**src/rtl/mips_pkg.sv**
```systemverilog
// Shared processor definitions: instruction-memory geometry and the loader FSM encoding.
package mips_pkg;

    localparam int IMEM_ADDR_W = 10;
    localparam int INSTR_W     = 32;

    typedef enum logic [1:0] {
        LD_IDLE = 2'd0,
        LD_LOAD = 2'd1,
        LD_RUN  = 2'd2
    } loader_state_t;

endpackage

```
**src/rtl/instr_loader.sv**
```systemverilog
// Instruction-feed receiver: writes a burst of words into imem from init_pc, then releases the core.
module instr_loader
    import mips_pkg::*;
#(
    parameter int ADDR_W = IMEM_ADDR_W,
    parameter int DATA_W = INSTR_W
) (
    input  logic              clk,
    input  logic              rst,
    input  logic [ADDR_W-1:0] init_pc,
    input  logic              instr_we,
    input  logic [DATA_W-1:0] instr_feed,
    output logic              imem_we,
    output logic [ADDR_W-1:0] imem_addr,
    output logic [DATA_W-1:0] imem_wdata,
    output logic              core_run,
    output logic [ADDR_W-1:0] core_start_pc,
    output logic [ADDR_W:0]   load_count,
    output logic              load_err
);

    localparam int DEPTH = 2 ** ADDR_W;
    localparam logic [ADDR_W:0] CNT_FULL = {1'b1, {ADDR_W{1'b0}}};

    loader_state_t     state_q, state_d;
    logic              we_q, we_d;
    logic [ADDR_W-1:0] addr_q, addr_d;
    logic [DATA_W-1:0] wdata_q, wdata_d;
    logic              run_q, run_d;
    logic [ADDR_W-1:0] start_q, start_d;
    logic [ADDR_W:0]   cnt_q, cnt_d;
    logic              err_q, err_d;

    // addr_q doubles as the burst pointer: it only advances on a committed write,
    // and dropped overflow words leave it untouched.
    always_comb begin
        state_d = state_q;
        we_d    = 1'b0;
        addr_d  = addr_q;
        wdata_d = wdata_q;
        run_d   = run_q;
        start_d = start_q;
        cnt_d   = cnt_q;
        err_d   = err_q;
        case (state_q)
            LD_IDLE, LD_RUN: begin
                if (instr_we) begin
                    state_d = LD_LOAD;
                    run_d   = 1'b0;
                    start_d = init_pc;
                    addr_d  = init_pc;
                    wdata_d = instr_feed;
                    we_d    = 1'b1;
                    cnt_d   = {{ADDR_W{1'b0}}, 1'b1};
                    err_d   = 1'b0;
                end
            end
            LD_LOAD: begin
                if (instr_we) begin
                    if (cnt_q == CNT_FULL) begin
                        err_d = 1'b1;
                    end else begin
                        addr_d  = addr_q + 1'b1;
                        wdata_d = instr_feed;
                        we_d    = 1'b1;
                        cnt_d   = cnt_q + 1'b1;
                    end
                end else begin
                    state_d = LD_RUN;
                    run_d   = 1'b1;
                end
            end
            default: state_d = LD_IDLE;
        endcase
    end

    always_ff @(posedge clk or negedge rst) begin
        if (!rst) begin
            state_q <= LD_IDLE;
            we_q    <= 1'b0;
            addr_q  <= '0;
            wdata_q <= '0;
            run_q   <= 1'b0;
            start_q <= '0;
            cnt_q   <= '0;
            err_q   <= 1'b0;
        end else begin
            state_q <= state_d;
            we_q    <= we_d;
            addr_q  <= addr_d;
            wdata_q <= wdata_d;
            run_q   <= run_d;
            start_q <= start_d;
            cnt_q   <= cnt_d;
            err_q   <= err_d;
        end
    end

    assign imem_we       = we_q;
    assign imem_addr     = addr_q;
    assign imem_wdata    = wdata_q;
    assign core_run      = run_q;
    assign core_start_pc = start_q;
    assign load_count    = cnt_q;
    assign load_err      = err_q;

endmodule

```
**config.mk**
```make
export PLATFORM = sky130hd
export DESIGN_NAME = instr_loader
export DESIGN_NICKNAME = d
export VERILOG_FILES = /design/src/rtl/mips_pkg.sv /design/src/rtl/instr_loader.sv
export SDC_FILE = /design/constraint.sdc
export NUM_CORES = 1
export LEC_CHECK = 0
export ABC_AREA = 1
export BUFFER_PORTS_ARGS = -buffer_cell sky130_fd_sc_hd__clkbuf_2
export CAP_MARGIN = 20
export CORE_MARGIN = 2
export CORE_UTILIZATION = 44
export DETAILED_ROUTE_END_ITERATION = 10
export GPL_TIMING_DRIVEN = 1
export PLACE_DENSITY = 0.68
export SLEW_MARGIN = 20
export SYNTH_ARGS = -nofsm -noshare
export SYNTH_HDL_FRONTEND = slang
export SYNTH_SLANG_ARGS = --single-unit
```
**constraint.sdc**
```tcl
create_clock -name clk -period 1.9 [get_ports clk]
set_input_delay 0.095 -clock clk [delete_from_list [all_inputs] [get_ports clk]]
set_output_delay 0.095 -clock clk [all_outputs]
set_load 0.01 [all_outputs]
```
==> metrics.md, run 1 <==
| Metric | Value |
|---|---|
| H-tree levels | 3 |
| TNS Setup | 0 ns |
| Multi-input logic area | 1380 sq um |
| Die Y | 90.9 um |
| Post-route DRC | 0 |
| Leading post-synthesis cells by cell area | dfrtp_1 (51%), nand2_1 (19%), nand3_1 (8.4%) |
| Dpl ws | around 0.17 ns |
| Largest net degree at the start of global routing | 64 |
| Asr flop ratio synth | 1.00 |
| Sequential area share after synthesis | 0.513 |
| Fill count | 648 |
| Die area | just over 8000 sq um |
| Distinct cells, synth | 28 |
| Final Skew | 0.00642 ns |
| Setup ws final | 0.211 ns |
| Final Max Tran Viols | 0 |
| Reg area | 1700 sq um |
| Routability Congestion | 0.805 |
| CORE AREA | 7290 sq um |
| Commonest non-fill, non-tap cell in the layout | nand2_1 |
| Antenna viol nets, final | 0 |
| Layout cell share with drive strength beyond 1 | 0.280 |
| Worst hold path type | primary input to flip-flop |
| Total gr overflow | 0 |
| Most frequent CP cell | nand2_1 |
| Area growth from synthesis to layout | 37.7% |
| EDFF count, synth | 0 |
| Top cell type's share of synthesized area | 0.513 |
| DR iter-0 viols | 143 |
| Crit path DAT | 1.97 ns |
| Crit start category | flip-flop |
| Max Used Layer | met4 |
| Crit path kind | flip-flop to flip-flop |
| CP max FO | 28 |
| Static Leak | between 2 and 2.5 nW |
| TritonCTS Sinks | 68 |
| Critical Path Sink Type | flip-flop |
| Post-synth top area cell | dfrtp_1 |
| Mapped Nets | 459 |
| CTS root buf | clkbuf_8 |
| Total number of vias | around 3.2k |
| Worst slew pin tran | 0.517 ns |
| Postcts setup bufs | 0 |
| Clk_lat worst skew | 0.34 ns |
| #FFs+latches synth | 68 |
| Final HPWL DP | 5.47 mm |
| Slowest Stage Delay on Critical Path | around 0.43 ns |
| Setup-failing EPs final | 0 |
| Syn avg cell area | 8.08 sq um |
| WL final | 8.63 mm |
| Cts bufs inserted | 9 |
| Most used DFF post-synth | dfrtp_1 |
| Ys Warns | 0 |
| VDD IR max | about 430 uV |
| Die width | around 90 um |
| Unrepaired setup endpoints after global routing | false |
| Post-layout min period | ~1.7 ns |
| Final hold vios | 0 |
| Nets | 608 |
| CTS tree | yes |
| I/O Pins | 111 |
| Total power | 3.96 mW |
| Status | finished clean |
| Global Route Usage Sum | 0.225 |
| Initial Util | 0.455 |
| FP Rows | 31 |
| Vias in the first global route | approximately 3.2k |
| Cells along the critical path | inv_1 -> ha_1 -> nand2_1 -> nor2_2 -> nand2_2 -> nand2_4 -> buf_4 -> nand3_1 -> nand2_1 |
| Metal-1 WL | just under 4 mm |
| Clk slew on worst S/H paths | ~0.080 ns |
| Max_cap viols | 0 |
| Most frequent cells in the layout | nand2_1 (166), clkbuf_2 (109), dfrtp_1 (68) |
| Max Fclk | 0.592 GHz |
| Top delay family on crit path | simple AND/OR/NAND/NOR gates |
| Mapped Area | 3320 sq um |
| Met3 WL | approximately 550 um |
| # diodes | 0 |
| Met2 WL | 4.07 mm |
| Required @ worst endpoint | 2.18 ns |
| Pre-antenna DRT Iters | 5 |
| I/O Buffers | 110 |
| DR WL/cell | about 13 um |
| Bufs and invs on worst path | 2 |
| Vias per cell | 4.83 |
| Gate Count Post-Synth | 411 |
| Crit-path slowest cell | dfrtp_1 |
| Slew HR | 0.655 |
| Initial antenna violation count | 0 |
| Clock Path Buffers | 2 |
| Power per cell area | 867 nW/um^2 |
| First-pass GRT wire length | 15.2 mm |
| Period Utilization, post-route | 0.889 |
==> cell families (layout without fill, tap and decap cells) <==
kind of cell,Yosys count,count (layout),share of synthesized area
flops,68,68,0.513
fa+ha+maj,3,3,0.0113
compound gates,24,24,0.0400
xor+xnor,2,2,0.00528
simple gates,265,265,0.358
buf+inv,49,203,0.0731
==> worst paths after layout <==
kind                       slack [ns]                    startpoint  cells past startpoint                           end
max in group asynchronous        0.99                           rst                      3     imem_wdata[1]$_DFFE_PN0P_
hold / removal                   0.01                    init_pc[8]                      3  core_start_pc[8]$_DFFE_PN0P_
hold reg to reg                  0.48  core_start_pc[4]$_DFFE_PN0P_                      2  core_start_pc[4]$_DFFE_PN0P_
min in group asynchronous        0.26                           rst                      2  core_start_pc[1]$_DFFE_PN0P_
setup reg to reg                 0.21     load_count[0]$_DFFE_PN0P_                      9    imem_wdata[10]$_DFFE_PN0P_
setup / recovery                 0.21     load_count[0]$_DFFE_PN0P_                      9    imem_wdata[10]$_DFFE_PN0P_
==> report_power, final <==
part | total, mW | switching, mW | internal, mW
clock | 1.33 | 0.557 | 0.772
combinational | 0.859 | 0.500 | 0.359
sequential | 1.78 | 0.155 | 1.62
total | 3.96 | 1.21 | 2.75
==> sequential cells by signal (all words and copies together), names as in the netlist <==
| name | cells |
|---|---|
| imem_we | 1 |
| state_q | 2 |
| load_err | 1 |
| core_run | 1 |
| load_count | 11 |
| imem_addr | 10 |
| core_start_pc | 10 |
| imem_wdata | 32 |
==> tightest hold or removal path: cells and delay by family <==
| kind | cells | cell delay [ns] |
|---|---|---|
| AOI/OAI and AO/OA | 1 | 0.08 |
| buffers and inverters | 2 | 0.13 |
==> cells in the mapped netlist (2+ instances only) <==
cell type  count
o21ai_1        6
inv_1         25
xor2_1         2
clkbuf_1       4
nand2_4        2
ha_1           3
inv_2          5
nor2_1        16
nand4_1        4
nor3b_1        2
buf_2         10
nand3b_1       2
o21ai_0       11
nand3_2       10
buf_6          4
nand3_1       56
nand2_1      166
nor2_2         2
a21oi_1        2
dfrtp_1       68
o21bai_1       3
nor3_1         2
==> routing by layer <==
metal | track usage | vias up
li1 | - | 1604
met5 | 0 | -
met3 | 0.0551 | 9
met4 | 0.0442 | 0
met2 | 0.366 | 107
met1 | 0.307 | 1489
==> cell type report <==
| class | count | area share |
|---|---|---|
| sequential | 68 | 0.372 |
| clock buffer | 10 | 0.0301 |
| clock inverter | 6 | 0.0192 |
| timing repair buffer | 157 | 0.224 |
| inverter | 30 | 0.0246 |
| multi-input combinational | 294 | 0.303 |
| tap | 99 | 0.0271 |
==> through the flow <==
stage          utilization  hold slack (ns)  instances  cell area [sq um]
6_report             0.627           0.0119        664               4570
3_5_place_dp         0.543           0.0959        610               3960
4_1_cts              0.626        0.0000258        664               4560
3_3_place_gp         0.543           0.0904        610               3960
5_1_grt              0.627           0.0184        664               4570
2_1_floorplan            -           -0.201        411               3320
==> timing repair <==
action	4_1_cts	5_1_grt
resized for setup	0	1
hold buffers	38	0
endpoints found under the hold margin	56	0
setup endpoints to repair	0	1
(Power assumes the default switching activity.)
==> run 2, diff against run 1 <==
--- a/config.mk
+++ b/config.mk
@@ -10,3 +10,3 @@
 export CAP_MARGIN = 20
-export CORE_MARGIN = 2
+export CORE_MARGIN = 4
 export CORE_UTILIZATION = 44
@@ -15,2 +15,3 @@
 export PLACE_DENSITY = 0.68
+export SKIP_CTS_REPAIR_TIMING = 1
 export SLEW_MARGIN = 20
==> constraint.sdc (replaced) <==
create_clock -name clk -period 1.9 [get_ports clk]
set_input_delay 0.19 -clock clk [delete_from_list [all_inputs] [get_ports clk]]
set_output_delay 0.19 -clock clk [all_outputs]
set_load 0.01 [all_outputs]
==> run 2 against run 1 <==
Net effect:
- flip-flop and latch count stayed put
- maximum frequency is 2.2% lower
- hold slack better by 0.027 ns
- core utilization is 5.1 points lower
- via count is 6.0% lower
- combinational power is 9.0% lower
- total power is 1.5% higher
- routed wire length is 5.9% lower
- global-route usage is 3.4 points lower
- sequential power hardly changed
- first-iteration DRC count is 5.6% lower
- critical path depth stayed put
==> metrics.md, run 2 (synthesis gave the netlist of run 1 again) <==
| Metric | Value |
|---|---|
| Status | finished clean (unchanged) |
| Vias per cell | 4.82 (was 4.83) |
| Total gr overflow | 0 (unchanged) |
| Post-layout util | 0.575 (was 0.627) |
| I/O Pins | 111 (unchanged) |
| CTS root buf | clkbuf_8 (unchanged) |
| Antenna viol nets, final | 0 (unchanged) |
| Nets | 570 (was 608) |
| Dpl ws | 0.182 ns (was 0.167 ns) |
| Clock Path Buffers | 2 (unchanged) |
| Crit start category | flip-flop (unchanged) |
| Most frequent cells in the layout | nand2_1 (166), clkbuf_2 (109), dfrtp_1 (68) (unchanged) |
| Worst flop-to-flop path startpoint | load_count[0]$_DFFE_PN0P_ (unchanged) |
| Final Skew | 0.00663 ns (was 0.00642 ns) |
| Slowest Stage Delay on Critical Path | 0.43 ns (about the same) |
| I/O Buffers | 110 (unchanged) |
| Static Leak | 2.33 nW (was 2.48 nW) |
| R2r setup slk | 0.17 ns (was 0.21 ns) |
| Worst R2R End | load_count[0]$_DFFE_PN0P_ (was imem_wdata[10]$_DFFE_PN0P_) |
| Multi-input logic area | 1380 sq um (about the same) |
| TritonCTS Sinks | 68 (unchanged) |
| WHS Path Cells | 3 (unchanged) |
| Total number of vias | 3018 (was 3209) |
| Crit path DAT | 1.95 ns (was 1.97 ns) |
| Fill count | 735 (was 648) |
| Max Fclk | 0.579 GHz (was 0.592 GHz) |
| Final hold vios | 0 (unchanged) |
| CTS tree | yes (unchanged) |
| Area growth from synthesis to layout | 26.4% (was 37.7%) |
| Die area | 9000 sq um (was 8250 sq um) |
| VDD IR max | 390 uV (was 430 uV) |
| Power per cell area | 959 nW/um^2 (was 867 nW/um^2) |
| Max_cap viols | 0 (unchanged) |
| TNS Setup | 0 ns (unchanged) |
| Non-filler instance count after layout | 626 (was 664) |
| Reg area | 1700 sq um (unchanged) |
| Max reg flops | 32 (unchanged) |
| Commonest non-fill, non-tap cell in the layout | nand2_1 (unchanged) |
| Non-Filler Cell Area, Final | 4200 sq um (was 4570 sq um) |
| Period Utilization, post-route | 0.909 (was 0.889) |
| Largest net degree at the start of global routing | 69 (was 64) |
| Slew HR | 0.611 (was 0.655) |
| Worst slew pin tran | 0.584 ns (was 0.517 ns) |
| Critical Path Sink Type | flip-flop (unchanged) |
| First-pass GRT wire length | 13.5 mm (was 15.2 mm) |
| DR iter-0 viols | 135 (was 143) |
| WL final | 8.13 mm (was 8.63 mm) |
| Initial Util | 0.455 (unchanged) |
| Post-layout min period | 1.73 ns (was 1.69 ns) |
| CP max FO | 55 (was 28) |
| Clk slew on worst S/H paths | 0.08 ns (about the same) |
| Crit-path slowest cell | dfrtp_1 (unchanged) |
| Setup ws final | 0.172 ns (was 0.211 ns) |
| Unrepaired setup endpoints after global routing | false (unchanged) |
| Die Y | 94.9 um (was 90.9 um) |
| # diodes | 0 (unchanged) |
| DR WL/cell | 13.0 um (about the same) |
| Cts bufs inserted | 9 (unchanged) |
| Layout cell share with drive strength beyond 1 | 0.298 (was 0.280) |
| Crit path kind | flip-flop to flip-flop (unchanged) |
| H-tree levels | 3 (unchanged) |
| Clk_lat worst skew | 0.34 ns (about the same) |
| Required @ worst endpoint | 2.12 ns (was 2.18 ns) |
| Vias in the first global route | 2909 (was 3230) |
| Cells along the critical path | inv_1 -> ha_1 -> nand2_1 -> nor2_2 -> nand2_2 -> nand2_4 -> nand2_4 -> o21ai_1 -> nand2_1 (was inv_1 -> ha_1 -> nand2_1 -> nor2_2 -> nand2_2 -> nand2_4 -> buf_4 -> nand3_1 -> nand2_1) |
| Post-route DRC | 0 (unchanged) |
| Worst hold path type | primary input to flip-flop (unchanged) |
| Reg2Reg Depth | 9 (unchanged) |
| Final Max Tran Viols | 0 (unchanged) |
| Pre-antenna DRT Iters | 4 (was 5) |
| Initial antenna violation count | 0 (unchanged) |
| Worst Hold Endpoint | imem_wdata[7]$_DFFE_PN0P_ (was core_start_pc[8]$_DFFE_PN0P_) |
| Top delay family on crit path | simple AND/OR/NAND/NOR gates (unchanged) |
| Global Route Usage Sum | 0.190 (was 0.225) |
| Die width | 94.9 um (was 90.9 um) |
| Area post-placement | 3940 sq um (was 3960 sq um) |
| CORE AREA | 7290 sq um (unchanged) |
| Setup-failing EPs final | 0 (unchanged) |
| Dpl cells | 609 (was 610) |
| FP Rows | 31 (unchanged) |
| Routability Congestion | 0.807 (was 0.805) |
| HP Start | instr_feed[7] (was init_pc[8]) |
| Final HPWL DP | 5.66 mm (was 5.47 mm) |
| Bufs and invs on worst path | 1 (was 2) |
-- run 2: worst max path at each step --
stage / start / end / cells past startpoint
after global placement: load_count[0]$_DFFE_PN0P_ / load_count[0]$_DFFE_PN0P_ / 9
after floorplan: load_count[0]$_DFFE_PN0P_ / imem_addr[9]$_DFFE_PN0P_ / 10
after detailed placement: load_count[0]$_DFFE_PN0P_ / load_count[0]$_DFFE_PN0P_ / 9
final: load_count[0]$_DFFE_PN0P_ / load_count[0]$_DFFE_PN0P_ / 9
after CTS: load_count[0]$_DFFE_PN0P_ / load_count[0]$_DFFE_PN0P_ / 9
after global routing: load_count[0]$_DFFE_PN0P_ / load_count[4]$_DFFE_PN0P_ / 9
-- run 2: where the power goes --
group	switching, mW	internal [mW]	total, mW
Sequential	0.154	1.62	1.77
Clock	0.560	0.908	1.47
Combinational	0.476	0.306	0.782
Total	1.19	2.83	4.02
-- run 2: through the flow --
stage	hold slack, ns	power, mW
after global routing	0.0271	4.26
after floorplan	-0.106	2.24
after CTS	-0.123	4.07
final	0.0388	4.02
after global placement	0.244	2.57
after detailed placement	0.247	2.59
-- run 2: area by class of cell --
type,count,share of cell area
multi-input combinational,294,0.328
tap,99,0.0295
clock inverter,6,0.0265
clock buffer,10,0.0328
inverter,30,0.0268
sequential,68,0.406
timing repair buffer,119,0.151
-- run 2: metal layers --
layer / GRT usage / share of wire / vias up
li1: - / - / 1526
met1: 0.257 / 0.47 / 1385
met2: 0.297 / 0.45 / 98
met3: 0.0454 / 0.070 / 9
met4: 0.0697 / 0.010 / 0
met5: 0 / 0 / -
-- run 2: tightest hold or removal path, cell delays in order --
cell and delay (ns):
clkbuf_2 0.07, nand2_1 0.04, nand2_1 0.04
